--- src/rtl/mips32_pkg.sv ---
// -----------------------------------------------------------------------------
// mips32_pkg
//   Definitions shared by the MIPS32 pipeline and its unified-memory arbiter:
//     - memory geometry defaults (MEM_AW, MEM_DW)
//     - arbiter FSM state encoding (RUN, DRAIN, HALTED)
//     - read-response owner encoding (NONE, IF, DM)
//     - starvation counter width
//     - opcode and instruction-type constants used by the pipeline stages
// -----------------------------------------------------------------------------
package mips32_pkg;

    // Unified instruction/data memory: 1024 x 32, word addressed.
    localparam int MEM_AW = 10;
    localparam int MEM_DW = 32;

    // Arbiter FSM. Plain localparam encoding keeps the state vector
    // compatible with older tools that mishandle enums in ports/traces.
    typedef logic [1:0] arb_state_t;
    localparam arb_state_t ST_RUN    = 2'd0;
    localparam arb_state_t ST_DRAIN  = 2'd1;
    localparam arb_state_t ST_HALTED = 2'd2;

    // Which requester the read data coming back next cycle belongs to.
    typedef enum logic [1:0] {
        OWN_NONE = 2'd0,
        OWN_IF   = 2'd1,
        OWN_DM   = 2'd2
    } owner_e;

    // Starvation counter is 4 bits wide, so STARVE_MAX is limited to 1..15.
    localparam int STARVE_CW = 4;

    // Opcodes (instruction bits [31:26]).
    localparam logic [5:0] OP_ADD   = 6'b000000;
    localparam logic [5:0] OP_SUB   = 6'b000001;
    localparam logic [5:0] OP_AND   = 6'b000010;
    localparam logic [5:0] OP_OR    = 6'b000011;
    localparam logic [5:0] OP_SLT   = 6'b000100;
    localparam logic [5:0] OP_MUL   = 6'b000101;
    localparam logic [5:0] OP_LW    = 6'b001000;
    localparam logic [5:0] OP_SW    = 6'b001001;
    localparam logic [5:0] OP_ADDI  = 6'b001010;
    localparam logic [5:0] OP_SUBI  = 6'b001011;
    localparam logic [5:0] OP_SLTI  = 6'b001100;
    localparam logic [5:0] OP_BNEQZ = 6'b001101;
    localparam logic [5:0] OP_BEQZ  = 6'b001110;
    localparam logic [5:0] OP_HLT   = 6'b111111;

    // Instruction classes carried down the pipeline.
    typedef enum logic [2:0] {
        TY_RR_ALU = 3'd0,
        TY_RM_ALU = 3'd1,
        TY_LOAD   = 3'd2,
        TY_STORE  = 3'd3,
        TY_BRANCH = 3'd4,
        TY_HALT   = 3'd5
    } instr_type_e;

    // True for the opcodes that reach the data port of the arbiter.
    function automatic logic is_mem_op(input logic [5:0] op);
        return (op == OP_LW) || (op == OP_SW);
    endfunction

endpackage

--- src/rtl/mem_arb_starve_ctr.sv ---
// -----------------------------------------------------------------------------
// mem_arb_starve_ctr
//   Saturating count of consecutive cycles a pending fetch has lost
//   arbitration, with a compare output that tells the arbiter to force the
//   fetch through. Only built when MEM_ARB_STARVE_GUARD_EN is defined; in the
//   default build the arbiter uses strict data priority and this file is empty.
//
//   Ports:
//     clk1        in   clock
//     rst         in   asynchronous active-high reset
//     if_req      in   fetch request pending
//     if_ack      in   fetch granted this cycle
//     starve_hit  out  count has reached STARVE_MAX
// -----------------------------------------------------------------------------
`ifdef MEM_ARB_STARVE_GUARD_EN
module mem_arb_starve_ctr
    import mips32_pkg::*;
#(
    parameter int STARVE_MAX = 3
) (
    input  logic clk1,
    input  logic rst,
    input  logic if_req,
    input  logic if_ack,
    output logic starve_hit
);

    logic [STARVE_CW-1:0] starve_cnt;

    // NOTE: sequential state is always assigned with <= so every flop samples
    // the pre-edge values, independent of block ordering.
    always_ff @(posedge clk1 or posedge rst) begin
        if (rst) begin
            starve_cnt <= '0;
        end else if (!if_req || if_ack) begin
            starve_cnt <= '0;
        end else if (starve_cnt != '1) begin
            starve_cnt <= starve_cnt + 1'b1;
        end
    end

    assign starve_hit = (starve_cnt == STARVE_CW'(STARVE_MAX));

endmodule
`endif

--- src/rtl/mem_port_arbiter.sv ---
// -----------------------------------------------------------------------------
// mem_port_arbiter
//   Shares the unified synchronous RAM (1-cycle read latency) between the
//   instruction-fetch port (IF) and the data port (LW/SW). One access per
//   cycle, data has priority, read data is steered back to its owner the
//   cycle after the grant, and HLT is sequenced as RUN -> DRAIN -> HALTED.
//
//   Optional feature: define MEM_ARB_STARVE_GUARD_EN to let a fetch that has
//   lost STARVE_MAX consecutive cycles override the data port. Without it the
//   data port always wins and a fetch may wait indefinitely.
//
//   Ports:
//     clk1, rst                       clock, async active-high reset
//     if_req/if_addr                  fetch request (held until if_ack)
//     if_ack                          fetch issued to memory this cycle
//     if_rvalid/if_rdata              fetch data, cycle after if_ack
//     dm_req/dm_we/dm_addr/dm_wdata   data request (held until dm_ack)
//     dm_ack                          data request issued this cycle
//     dm_rvalid/dm_rdata              load data, cycle after a load's dm_ack
//     halt_in                         HLT retired (level or pulse)
//     mem_en/mem_we/mem_addr/mem_wdata  memory command
//     mem_rdata                       memory read data
//     halted                          no further accesses will be issued
// -----------------------------------------------------------------------------
module mem_port_arbiter
    import mips32_pkg::*;
#(
    parameter int AW         = MEM_AW,
    parameter int DW         = MEM_DW,
    parameter int STARVE_MAX = 3
) (
    input  logic          clk1,
    input  logic          rst,

    input  logic          if_req,
    input  logic [AW-1:0] if_addr,
    output logic          if_ack,
    output logic          if_rvalid,
    output logic [DW-1:0] if_rdata,

    input  logic          dm_req,
    input  logic          dm_we,
    input  logic [AW-1:0] dm_addr,
    input  logic [DW-1:0] dm_wdata,
    output logic          dm_ack,
    output logic          dm_rvalid,
    output logic [DW-1:0] dm_rdata,

    input  logic          halt_in,

    output logic          mem_en,
    output logic          mem_we,
    output logic [AW-1:0] mem_addr,
    output logic [DW-1:0] mem_wdata,
    input  logic [DW-1:0] mem_rdata,

    output logic          halted
);

    if (STARVE_MAX < 1 || STARVE_MAX > 15) begin : g_bad_starve_max
        $error("mem_port_arbiter: STARVE_MAX must be in 1..15");
    end

    arb_state_t    state_q, state_d;
    owner_e        rsp_owner_q, rsp_owner_d;
    logic [DW-1:0] if_rdata_q, dm_rdata_q;
    logic          if_grant, dm_grant;
    logic          force_if;
    logic          drain_done;

    // -------------------------------------------------------------------------
    // Starvation override
    // -------------------------------------------------------------------------
`ifdef MEM_ARB_STARVE_GUARD_EN
    logic starve_hit;

    mem_arb_starve_ctr #(
        .STARVE_MAX (STARVE_MAX)
    ) u_starve_ctr (
        .clk1       (clk1),
        .rst        (rst),
        .if_req     (if_req),
        .if_ack     (if_grant),
        .starve_hit (starve_hit)
    );

    // Only meaningful in RUN: in DRAIN the fetch is never granted, and the
    // counter saturating there must not block the data port.
    assign force_if = starve_hit && (state_q == ST_RUN);
`else
    assign force_if = 1'b0;
`endif

    // -------------------------------------------------------------------------
    // Grant logic (combinational; acks and memory command in the grant cycle)
    // -------------------------------------------------------------------------
    always_comb begin
        // NOTE: every variable gets a default before any branch so no path
        // leaves it unassigned, which would otherwise infer a latch.
        if_grant = 1'b0;
        dm_grant = 1'b0;
        // Grants are held off while reset is asserted so every output is 0.
        if (!rst) begin
            case (state_q)
                ST_RUN: begin
                    if (if_req && (force_if || !dm_req)) begin
                        if_grant = 1'b1;
                    end else if (dm_req) begin
                        dm_grant = 1'b1;
                    end
                end
                ST_DRAIN: dm_grant = dm_req;
                default:  ;
            endcase
        end
    end

    assign if_ack    = if_grant;
    assign dm_ack    = dm_grant;
    assign mem_en    = if_grant || dm_grant;
    assign mem_we    = dm_grant && dm_we;
    assign mem_addr  = if_grant ? if_addr : (dm_grant ? dm_addr : '0);
    assign mem_wdata = mem_we ? dm_wdata : '0;

    // -------------------------------------------------------------------------
    // Read-response steering
    // -------------------------------------------------------------------------
    always_comb begin
        rsp_owner_d = OWN_NONE;
        if (if_grant) begin
            rsp_owner_d = OWN_IF;
        end else if (dm_grant && !dm_we) begin
            rsp_owner_d = OWN_DM;
        end
    end

    assign if_rvalid = (rsp_owner_q == OWN_IF);
    assign dm_rvalid = (rsp_owner_q == OWN_DM);

    // The memory output only belongs to one port per cycle; the other port
    // keeps presenting the last word it received.
    assign if_rdata = if_rvalid ? mem_rdata : if_rdata_q;
    assign dm_rdata = dm_rvalid ? mem_rdata : dm_rdata_q;

    // -------------------------------------------------------------------------
    // Halt sequencing
    // -------------------------------------------------------------------------
    // DRAIN is complete once no data request is waiting and no read is still
    // returning. Nothing can be issued in that cycle, so it already reports
    // halted.
    assign drain_done = (state_q == ST_DRAIN) && !dm_req && (rsp_owner_q == OWN_NONE);

    always_comb begin
        state_d = state_q;
        case (state_q)
            ST_RUN:    if (halt_in) state_d = ST_DRAIN;
            ST_DRAIN:  if (drain_done) state_d = ST_HALTED;
            ST_HALTED: state_d = ST_HALTED;
            default:   state_d = ST_HALTED;
        endcase
    end

    assign halted = (state_q == ST_HALTED) || drain_done;

    // -------------------------------------------------------------------------
    // State
    // -------------------------------------------------------------------------
    always_ff @(posedge clk1 or posedge rst) begin
        if (rst) begin
            state_q     <= ST_RUN;
            rsp_owner_q <= OWN_NONE;
            if_rdata_q  <= '0;
            dm_rdata_q  <= '0;
        end else begin
            state_q     <= state_d;
            rsp_owner_q <= rsp_owner_d;
            if (if_rvalid) if_rdata_q <= mem_rdata;
            if (dm_rvalid) dm_rdata_q <= mem_rdata;
        end
    end

endmodule

--- config.mk ---
export PLATFORM = sky130hd
export DESIGN_NAME = mem_port_arbiter
export DESIGN_NICKNAME = d
export VERILOG_FILES = /design/src/rtl/mips32_pkg.sv /design/src/rtl/mem_arb_starve_ctr.sv /design/src/rtl/mem_port_arbiter.sv
export SDC_FILE = /design/constraint.sdc
export NUM_CORES = 1
export LEC_CHECK = 0
export BUFFER_PORTS_ARGS = -buffer_cell sky130_fd_sc_hd__buf_2
export CORE_ASPECT_RATIO = 2
export CORE_UTILIZATION = 35
export CTS_BUF_LIST = sky130_fd_sc_hd__clkbuf_8
export DETAILED_ROUTE_END_ITERATION = 6
export PLACE_DENSITY = 0.7
export SLEW_MARGIN = 15
export SYNTH_ARGS = -nofsm -noshare
export SYNTH_HDL_FRONTEND = slang
export SYNTH_HIERARCHICAL = 1
export SYNTH_SLANG_ARGS = --single-unit
--- constraint.sdc ---
create_clock -name clk1 -period 1.7 [get_ports clk1]
set_clock_uncertainty 0.1 [all_clocks]
set_input_delay 0.085 -clock clk1 [delete_from_list [all_inputs] [get_ports clk1]]
set_output_delay 0.085 -clock clk1 [all_outputs]
set_load 0.02 [all_outputs]
# Word level (Yosys, flattened, before mapping)
# Cells that the tools add are included.
[totals]
regBits = 68
word_cells = 39
[classes]
eq_ne = 6
mux = 17
n_reduce_logical = 12
[ops]
columns = ["operator", "count"]
rows = [
  ["32-bit 2-to-1 mux", 3],
  ["10-bit 2-to-1 mux", 2],
  ["2-bit 2-to-1 mux", 4],
  ["1-bit 2-to-1 mux", 6],
  ["1-bit logical AND", 5],
  ["2-bit by 1-bit equality test with 1-bit output (second input constant)", 2],
  ["2-bit equality test (second input constant)", 2],
  ["2-bit logical NOT", 2],
  ["2-bit inequality test (second input constant)", 2],
  ["2-bit one-hot mux with 2 select lines", 1],
  ["1-bit logical NOT", 2],
  ["1-bit logical OR", 2],
  ["1-bit one-hot mux with 2 select lines", 1],
  ["2-bit AND reduction", 1],
]

# Depth between registers and ports, before layout
# Gate-level depths: netlist (run 1).
[depth]
ltp_word = 8
mapped_depth = 4
depth_no_buf = 2

# Worst setup path before layout (run 1)
# Ideal clock, no wire load.
[synth_path]
path_type = "flip-flop to flip-flop"
startpoint = "reg rsp_owner_q[1]"
endpoint = "reg if_rdata_q[20]"
setup_ps = 139
arrival_ps = 1172
path_slack_ps = 289
stages_incl_launch_ff = 5
path_buffers = 2
period_less_slack_ps = 1411
path_cell_list = "dfrtp_1 nor2b_1 buf_6 buf_8 mux2_4"
[synth_between]
elab_chain_cells = 2
[synth_lines]
columns = ["element", "line", "rtl"]
rows = [
  ["start: declaration", "mem_port_arbiter.sv:65", "owner_e rsp_owner_q, rsp_owner_d;"],
  ["start signal: assignment", "mem_port_arbiter.sv:176", "rsp_owner_q <= rsp_owner_d;"],
  ["2-bit by 1-bit equality test with 1-bit output", "mem_port_arbiter.sv:137", "assign if_rvalid = (rsp_owner_q == OWN_IF);"],
  ["named net if_rvalid", "mem_port_arbiter.sv:38", "output logic if_rvalid,"],
  ["32-bit 2-to-1 mux", "n/a", ""],
  ["named net if_rdata[20]", "mem_port_arbiter.sv:39", "output logic [DW-1:0] if_rdata,"],
  ["end signal: assignment", "mem_port_arbiter.sv:177", "if (if_rvalid) if_rdata_q <= mem_rdata;"],
  ["end: declaration", "mem_port_arbiter.sv:66", "logic [DW-1:0] if_rdata_q, dm_rdata_q;"],
]
# The timed path passes the listed nets, and every way through them passes these cells.
# A chain may end at the register's enable or synchronous reset.

# Final worst setup path (run 1)
[layout_path]
startpoint = "reg rsp_owner_q[1]"
endpoint = "out if_rdata[1]"
[layout_between]
elab_chain_cells = 2
[layout_lines]
columns = ["element", "line"]
rows = [
  ["2-bit by 1-bit equality test with 1-bit output", "mem_port_arbiter.sv:137"],
  ["32-bit 2-to-1 mux", "n/a"],
  ["end: declaration", "mem_port_arbiter.sv:39"],
]
# Every way passes these cells.

==> key figures, run 1 <==
Setup path
  • R2R Setup Slk: 160 ps
  • Worst-path fanout max: 6
  • Critical path's slowest cell: dfrtp_1
  • Total stage count of the critical path: 5
  • CP most frequent cell: buf_6
  • CP Cell Sequence: nor2b_4 > buf_6 > clkbuf_16 > mux2_4 > buf_6
  • FF-to-FF path depth: 5
  • Type of origin of the critical path: flop
  • FF-to-FF Start: rsp_owner_q[1]$_DFF_PP0_
  • CP Capture Type: primary output
  • WP buf/inv: 3
  • Crit-path max cell delay: 430 ps
  • CP arrival: 1690 ps
  • Worst endpoint required time: 1510 ps
  • Cell family with most CP delay: buffers and inverters
  • CP Class: reg2out
  • Worst flop-to-flop path endpoint: if_rdata_q[5]$_DFF_PP0_

Timing
  • Setup Viol. Count Final: 109
  • Setup WS post-layout: -171.4 ps
  • Max-slew violations: 0
  • Fmax: 534.3 MHz
  • Period utilization: 110.1%
  • Worst-Margin Slew: 375.1 ps
  • Endpoints failing hold: 0
  • Unrepaired setup endpoints after global routing: true
  • Minimum clock period: 1871 ps
  • Max-slew headroom at the worst pin: between 70% and 80%

Final layout
  • Layout cells sized above 1: approximately 76%
  • Synthesis-to-finish area growth: 77.38%
  • Commonest non-fill, non-tap cells in the layout: 131 x buf_2, 76 x buf_6, 66 x dfrtp_1
  • Commonest non-fill, non-tap cell in the layout: buf_2
  • Antenna diode instance count: 0
  • NumNets Final: 557

Floorplanning
  • Chip width: between 70 and 80 um
  • Core ar.: 9012 um2
  • Row cnt: a little under 50
  • Die area: 9689 um2
  • Die height: ~140 um
  • I/O Pins: slightly above 200
  • Initial core utilization: 36.03%

Synth
  • Synth unique cells: 22
  • Mapped Area: 3247 um2
  • Warnings from Yosys: 6
  • Cells after synthesis: 204
  • Seq/Total Area, Yosys: 52.41%
  • Net count of the mapped netlist: 294
  • #FFs+latches synth: 68
  • Mean post-synth cell area: 15.92 um2

Outcome
  • Outcome: finished with violations
  • Violated checks: negative setup slack

Worst hold path
  • WHS Path Cells: 3
  • WHS Endpoint: rsp_owner_q[0]$_DFF_PP0_
  • Hold_sp: if_req
  • Hold Path Class: in2reg

Placement
  • Port bufs: 202
  • Post-DP HPWL: 6.042 mm
  • Pre-CTS setup slack: roughly 130 ps
  • GPL Wtd Cong: just under 0.9

Pwr
  • Sw Share: between 30% and 40%
  • Pint: between 5 and 6 mW
  • Power Total: 7.903 mW
  • Psw: roughly 2.6 mW
  • Reg power frac: between 30 and 40%
  • VDD IR max: 718.8 uV
  • Comb power frac: 48.2%
  • Clock share of power: roughly a fifth
  • Power Density: 1372 nW/um2
  • Leak pwr: 3.012 nW

Global routing
  • Pin count of the biggest net entering global routing: 68
  • Total GRT Usage: 21.66%
  • Vias in the first global route: 3106
  • First-pass GRT wire length: 16.05 mm
  • Number of antenna violations at the first check in global routing: 0
  • Congestion Overflow GR: 0

CTS
  • CTS Buf Count: 9
  • Clock Tree Root: clkbuf_8
  • CTS tree: built
  • CTS clk-pin slew, worst paths: about 70 ps
  • H-Tree Depth: 3
  • Clk buf depth: 2
  • Sink Count: 68
  • Clock Latency Late Sink: 340 ps

Route
  • 1st-iter DRT viols: 94
  • Vias per std cell: 4.906
  • Drt drc: 0
  • DRT Pass-1 Iters: 4
  • Final wirelength: 10.70 mm
  • DRT antenna net count: 0
  • Vias after detailed routing: 2816
  • DR WL/cell: about 19 um

Flow run
  • Max-cap violation count: 0
## timing repair
action | 4_1_cts | 5_1_grt
endpoints found under the hold margin | 134 | 0
pin swaps | 22 | 9
setup endpoints to repair | 110 | 111
gates cloned | 7 | 2
setup buffers | 10 | 4
resized for setup | 136 | 59
hold buffers | 35 | 0
## metrics by stage
| step | setup TNS (ps) | area, um2 | cells | hold slack [ps] | util (%) |
|---|---|---|---|---|---|
| after floorplan | 0 | 3251 | 204 | 141.6 | - |
| after global placement | 0 | 4332 | 501 | -84.48 | 48.06 |
| after detailed placement | 0 | 4332 | 501 | -82.55 | 48.06 |
| after CTS | -13640 | 5504 | 568 | 112.4 | 61.07 |
| after global routing | -19010 | 5759 | 574 | 142.8 | 63.90 |
| final | -12410 | 5759 | 574 | 148.0 | 63.90 |
## cells in the mapped netlist
cell type / count / area (um2)
a21o_1: 1 / 7.510
a32o_2: 10 / 112.6
and2_1: 33 / 206.5
and2b_1: 1 / 7.510
and4bb_4: 1 / 16.27
buf_4: 1 / 7.510
buf_6: 9 / 101.4
buf_8: 3 / 45.04
clkbuf_1: 1 / 3.750
dfrtp_1: 68 / 1702
inv_1: 2 / 7.510
inv_2: 1 / 3.750
mux2_1: 7 / 78.83
mux2_4: 58 / 870.8
nand2b_1: 1 / 6.260
nor2_1: 1 / 3.750
nor2b_1: 1 / 6.260
nor3_1: 1 / 5.000
nor3b_2: 1 / 12.51
nor4_4: 1 / 21.27
nor4b_2: 1 / 15.01
or2_1: 1 / 6.260
## tightest hold or removal path, cell delays in order
cell and delay (ps):
buf_2 170, and2_4 170, buf_4 120
## cells by family after synthesis
kind of cell / synth area share (%)
and+or+nand+nor: 9.441
AOI/OAI and AO/OA: 3.700
muxes: 29.25
DFF: 52.41
buffers and inverters: 5.202
## registers in the layout (all words and copies together) (netlist names)
register,count
dm_rdata_q,32
if_rdata_q,32
rsp_owner_q,2
state_q,2
## how the worst max path moves through the flow
stage | start | endpoint
after CTS | rsp_owner_q[1]$_DFF_PP0_ | if_rdata[1]
after global placement | rsp_owner_q[1]$_DFF_PP0_ | dm_rdata[1]
after detailed placement | rsp_owner_q[1]$_DFF_PP0_ | dm_rdata[0]
after global routing | rsp_owner_q[1]$_DFF_PP0_ | if_rdata[1]
after floorplan | rsp_owner_q[1]$_DFF_PP0_ | if_rdata_q[20]$_DFF_PP0_
final | rsp_owner_q[1]$_DFF_PP0_ | if_rdata[1]
## routing by layer
metal	share of wire (%)	vias up	GRT usage (%)
met4	3.2	0	10.42
met3	4.9	27	4.300
met2	58	150	42.31
met5	0	-	0
met1	34	1389	20.63
li1	-	1250	-
## power groups by stage
stage,clock [mW],sequential [mW],combinational [mW]
finish,1.64,2.45,3.81
global route,1.75,2.51,4.01
CTS,1.69,2.45,3.42
detailed placement,0,2.47,2.99
global placement,0,2.45,2.95
floorplan,0,2.40,2.12
## cell type report
| cell class | count | area, um2 |
|---|---|---|
| repair buffers | 262 | 2117 |
| fillers | 632 | 3253 |
| flip-flops and latches | 68 | 1704 |
| clock inverters | 6 | 111.4 |
| clock buffers | 10 | 137.6 |
| well taps | 102 | 127.6 |
| inverters | 3 | 15.01 |
| multi-input cells | 123 | 1546 |
Power figures use the tool's default switching activity.
==> inputs of run 2 (changes only) <==
Settings changed: CORE_UTILIZATION 35 to 40, PLACE_DENSITY 0.7 to 0.79, SKIP_LAST_GASP set to 1.
==> run 2 against run 1 <==
Against the previous run: largest power group unchanged; clock power fell by 12%; setup slack got worse by 13 ps; combinational power decreased by 16%; largest cell class unchanged; fmax down 0.67%; global-route usage is 3.0 points higher; via count is 2.9% lower; sequential cell count did not move; cell area is 5.9% lower; die area down 12%; first-iteration DRC count down 9.6%; the run still ends with negative setup slack left; utilization rose by 4.9 points; register-to-register slack gained 110 ps.
==> key figures, run 2 (same netlist as run 1, synthesis figures left out) <==
Outcome
  • Outcome: finished with violations
  • Violated checks: negative setup slack

Route
  • Drt drc: 0
  • DRT antenna net count: 0
  • DR WL/cell: between 15 and 20 um
  • DRT Pass-1 Iters: 4
  • Vias after detailed routing: 2735
  • Vias per std cell: 4.901
  • 1st-iter DRT viols: between 80 and 90
  • Final wirelength: roughly 10 mm

Floorplanning
  • Die area: 8503 um2
  • Die height: 129.4 um
  • I/O Pins: just over 200
  • Chip width: 65.71 um
  • Initial core utilization: 41.18%
  • Row cnt: 46
  • Core ar.: 7885 um2

Timing
  • Min Hold Slack: between 30 and 40 ps
  • Endpoints failing hold: 0
  • Fmax: between 500 and 600 MHz
  • Final setup TNS: -9856 ps
  • Period utilization: 110.8%
  • Max-slew violations: 0
  • Unrepaired setup endpoints after global routing: true
  • Worst-Margin Slew: 315.7 ps
  • Minimum clock period: around 1900 ps
  • Max-slew headroom at the worst pin: 78.96%
  • Setup WS post-layout: -184.2 ps
  • Setup Viol. Count Final: 99

Placement
  • Pre-CTS setup slack: 131.3 ps
  • GPL Wtd Cong: between 0.8 and 0.9
  • Port bufs: just over 200
  • Post-DP HPWL: 6.747 mm

Setup path
  • Crit-path max cell delay: around 440 ps
  • Type of origin of the critical path: flop
  • Worst endpoint required time: 1510 ps
  • CP Capture Type: primary output
  • CP Cell Sequence: nor2b_4 > buf_4 > buf_12 > mux2_4 > buf_2
  • CP arrival: ~1700 ps
  • CP Class: reg2out
  • Worst-path fanout max: 12
  • Critical path's slowest cell: dfrtp_2

CTS
  • Clock Tree Root: clkbuf_8
  • CTS Buf Count: 9
  • CTS clk-pin slew, worst paths: 60 ps
  • Sink Count: 68
  • Clk buf depth: 2
  • CTS tree: built
  • H-Tree Depth: 3
  • Clock Latency Late Sink: 330 ps

Worst hold path
  • Hold Path Class: in2reg

Global routing
  • Congestion Overflow GR: 0
  • Number of antenna violations at the first check in global routing: 2
  • Pin count of the biggest net entering global routing: 60
  • First-pass GRT wire length: roughly 15 mm
  • Total GRT Usage: about 25%
  • Vias in the first global route: 2943

Final layout
  • Filler instances: 539
  • NumNets Final: 547
  • Commonest non-fill, non-tap cell in the layout: buf_2
  • Synthesis-to-finish area growth: 66.97%
  • Layout cells sized above 1: roughly three quarters
  • Biggest regs: dm_rdata_q: 32 flops, if_rdata_q: 32 flops
  • Commonest non-fill, non-tap cells in the layout: 158 x buf_2, 66 x dfrtp_1, 58 x mux2_4
  • Antenna diode instance count: 0

Pwr
  • Power Density: 1311 nW/um2
  • VDD IR max: 821.6 uV
  • Leak pwr: 2.891 nW

Flow run
  • Max-cap violation count: 0
run 2: layout make-up:
cell class | count | area, um2 | share of cell area (%)
clock buffer | 10 | 137.6 | 2.539
clock inverter | 6 | 80.08 | 1.477
inverter | 3 | 15.01 | 0.2769
multi-input combinational | 123 | 1531 | 28.25
sequential | 68 | 1704 | 31.43
tap | 96 | 120.1 | 2.216
timing repair buffer | 252 | 1833 | 33.81
run 2: worst paths after layout:
path	from	end	slack, ps	cells after the start
hold / removal	dm_we	rsp_owner_q[1]$_DFF_PP0_	40	2
min in group asynchronous	rst	dm_rdata_q[30]$_DFF_PP0_	290	3
max in group asynchronous	rst	dm_rdata_q[23]$_DFF_PP0_	650	4
setup reg to reg	rsp_owner_q[1]$_DFF_PP0_	if_rdata_q[4]$_DFF_PP0_	270	4
hold reg to reg	dm_rdata_q[1]$_DFF_PP0_	dm_rdata_q[1]$_DFF_PP0_	390	1
setup / recovery	rsp_owner_q[1]$_DFF_PP0_	if_rdata[3]	-180	5
run 2: what timing repair did:
item / in CTS / in global routing
pin swaps: 22 / 16
setup endpoints to repair: 109 / 109
hold endpoints to repair: 108 / 0
setup buffers: 4 / 2
resized for setup: 97 / 35
hold buffers: 34 / 0
gates cloned: 5 / 2
run 2: per-layer routing:
| layer | vias to the layer above | GRT usage, % | part of all wire [%] | routed length (um) |
|---|---|---|---|---|
| met5 | - | 0 | 0 | 0 |
| met4 | 0 | 9.719 | 2.6 | 274 |
| met3 | 16 | 6.162 | 6.9 | 717 |
| met2 | 150 | 44.78 | 55 | 5709 |
| met1 | 1342 | 26.35 | 36 | 3761 |
| li1 | 1227 | - | - | - |
run 2: critical path: cells and delay by family (launching register included):
kind	cells	cell delay (ps)
simple gates	1	150
mux	1	320
buf+inv	3	450
flops	1	440
run 2: power by group:
group          switching (mW)  total (mW)  internal, mW
combinational            1.70        3.20          1.51
clock                   0.598        1.45         0.853
sequential              0.213        2.46          2.24
run 2: through the flow:
stage               utilization, %  power [mW]  instance area (um2)  cells
finish                       68.76       7.108                 5421    558
global route                 68.76       7.458                 5421    558
CTS                          66.84       7.114                 5270    554
detailed placement           55.00       5.470                 4337    495
global placement             55.00       5.376                 4337    495
floorplan                        -       4.519                 3251    204
==> inputs of run 3 (changes only) <==
Settings changed: SETUP_SLACK_MARGIN set to 0.2.
==> run 3 against run 2 <==
Against the previous run: cell count up 0.36%; via count up 1.4%; register-to-register slack about the same; critical path depth unchanged; the flow still finishes with violations (negative setup slack); clock-buffer cell count unchanged; worst hold slack worse by 5.2 ps; critical path type unchanged; cell area up 0.92%; critical endpoint is now if_rdata[20].
==> key figures, run 3 (same netlist as run 1, synthesis figures left out) <==
Timing
  • Final setup TNS: -10330 ps
  • Max-slew violations: 0
  • Unrepaired setup endpoints after global routing: true
  • Period utilization: 110.9%
  • Min Hold Slack: 33.35 ps
  • Worst-Margin Slew: 312.8 ps
  • Setup Viol. Count Final: 99
  • Minimum clock period: 1885 ps
  • Endpoints failing hold: 0
  • Setup WS post-layout: -185.5 ps
  • Fmax: 530.4 MHz
  • Max-slew headroom at the worst pin: 79.15%

Floorplanning
  • Die height: 129.4 um
  • Row cnt: 46
  • Core ar.: about 7900 um2
  • I/O Pins: 203
  • Die area: ~8500 um2
  • Chip width: 65.71 um
  • Initial core utilization: approximately two fifths

Global routing
  • First-pass GRT wire length: between 15 and 20 mm
  • Pin count of the biggest net entering global routing: 60
  • Total GRT Usage: 25.65%
  • Congestion Overflow GR: 0
  • Number of antenna violations at the first check in global routing: 2
  • Vias in the first global route: 3045

Placement
  • Port bufs: between 200 and 250
  • GPL Wtd Cong: 0.8762
  • Post-DP HPWL: 6.747 mm
  • Placed cell areas: 4337 um2

Worst hold path
  • Hold Path Class: in2reg
  • WHS Path Cells: 2
  • WHS Endpoint: rsp_owner_q[1]$_DFF_PP0_
  • Hold_sp: dm_we

Route
  • Drt drc: 0
  • Final wirelength: between 10 and 15 mm
  • DR WL/cell: 19.13 um
  • DRT Pass-1 Iters: 4
  • DRT antenna net count: 0
  • Vias per std cell: 4.952
  • Vias after detailed routing: 2773
  • 1st-iter DRT viols: 88

Final layout
  • Biggest regs: dm_rdata_q: 32 flops, if_rdata_q: 32 flops
  • Final Cell Area: 5472 um2
  • Antenna diode instance count: 0
  • Layout cells sized above 1: 75.43%
  • Commonest non-fill, non-tap cells in the layout: 155 x buf_2, 66 x dfrtp_1, 58 x mux2_4
  • NumNets Final: 549
  • Synthesis-to-finish area growth: 68.52%
  • Post-Route Utilization: 69.39%
  • Filler instances: around 550
  • Commonest non-fill, non-tap cell in the layout: buf_2

CTS
  • Clk buf depth: 2
  • H-Tree Depth: 3
  • Clock Tree Root: clkbuf_8
  • CTS clk-pin slew, worst paths: 60 ps
  • CTS Buf Count: 9
  • CTS tree: built
  • Clock Latency Late Sink: 340 ps
  • Sink Count: 68

Setup path
  • Worst flop-to-flop path endpoint: dm_rdata_q[0]$_DFF_PP0_
  • CP Capture Type: primary output
  • Worst endpoint required time: roughly 1500 ps
  • CP Class: reg2out
  • CP arrival: roughly 1700 ps
  • Type of origin of the critical path: flop
  • FF-to-FF Start: rsp_owner_q[0]$_DFF_PP0_
  • FF-to-FF path depth: 3
  • Critical Path Source: rsp_owner_q[1]$_DFF_PP0_
  • R2R Setup Slk: 280 ps
  • Worst-path fanout max: 12

Pwr
  • Power Density: approximately 1300 nW/um2
  • VDD IR max: 697.2 uV
  • Power Total: slightly above 7 mW
  • Leak pwr: 2.911 nW

Outcome
  • Violated checks: negative setup slack
  • Outcome: finished with violations

Flow run
  • Max-cap violation count: 0
-- run 3: cell count changes in the layout (fill, tap and decap cells not counted), sizes merged --
cell / previous run / this run
buf: 217 / 219
-- run 3: worst max-delay path: stages, from the launching register on --
cell	delay (ps)
dfrtp_2	430
nor2b_4	150
buf_4	130
buf_12	150
mux2_4	320
buf_2	170
-- run 3: how the worst max path moves through the flow --
stage                                          end
after global placement               mem_wdata[12]
after floorplan           if_rdata_q[20]$_DFF_PP0_
after CTS                              dm_rdata[0]
after global routing                   if_rdata[5]
final                                 if_rdata[20]
after detailed placement             mem_wdata[12]
-- run 3: per-layer routing --
layer,track usage (%),vias up,part of all wire [%]
met5,0,-,0
met4,10.36,0,2.6
met2,46.40,158,56
met1,27.08,1364,35
li1,-,1231,-
met3,7.130,20,6.9
-- run 3: what timing repair did --
| action | 4_1_cts | 5_1_grt |
|---|---|---|
| cloned | 6 | 2 |
| gates resized for setup | 131 | 12 |
| hold buffers | 34 | 0 |
| hold endpoints to repair | 84 | 0 |
| setup buffers | 4 | 3 |
| pin swaps | 28 | 11 |
| endpoints found under the setup margin | 113 | 113 |
-- run 3: final cells by class --
class / count / area, um2 / area share, %
Inverter: 3 / 15.01 / 0.2744
Timing Repair Buffer: 254 / 1874 / 34.26
Tap cell: 96 / 120.1 / 2.195
Clock buffer: 10 / 137.6 / 2.515
Multi-Input combinational cell: 123 / 1540 / 28.15
Sequential cell: 68 / 1704 / 31.15
Clock inverter: 6 / 80.08 / 1.464
-- run 3: stage by stage --
step	setup slack (ps)	instances
6_report	-185.5	560
5_1_grt	-241.9	560
4_1_cts	-185.7	555
3_5_place_dp	131.3	495
3_3_place_gp	168.0	495
2_1_floorplan	288.8	204
-- run 3: power by group --
part / leakage [nW] / switching (mW) / total [mW] / internal, mW
Sequential: 0.820 / 0.218 / 2.46 / 2.24
Combinational: 1.98 / 1.71 / 3.22 / 1.52
Clock: 0.115 / 0.590 / 1.44 / 0.853
Total: 2.91 / 2.51 / 7.13 / 4.61
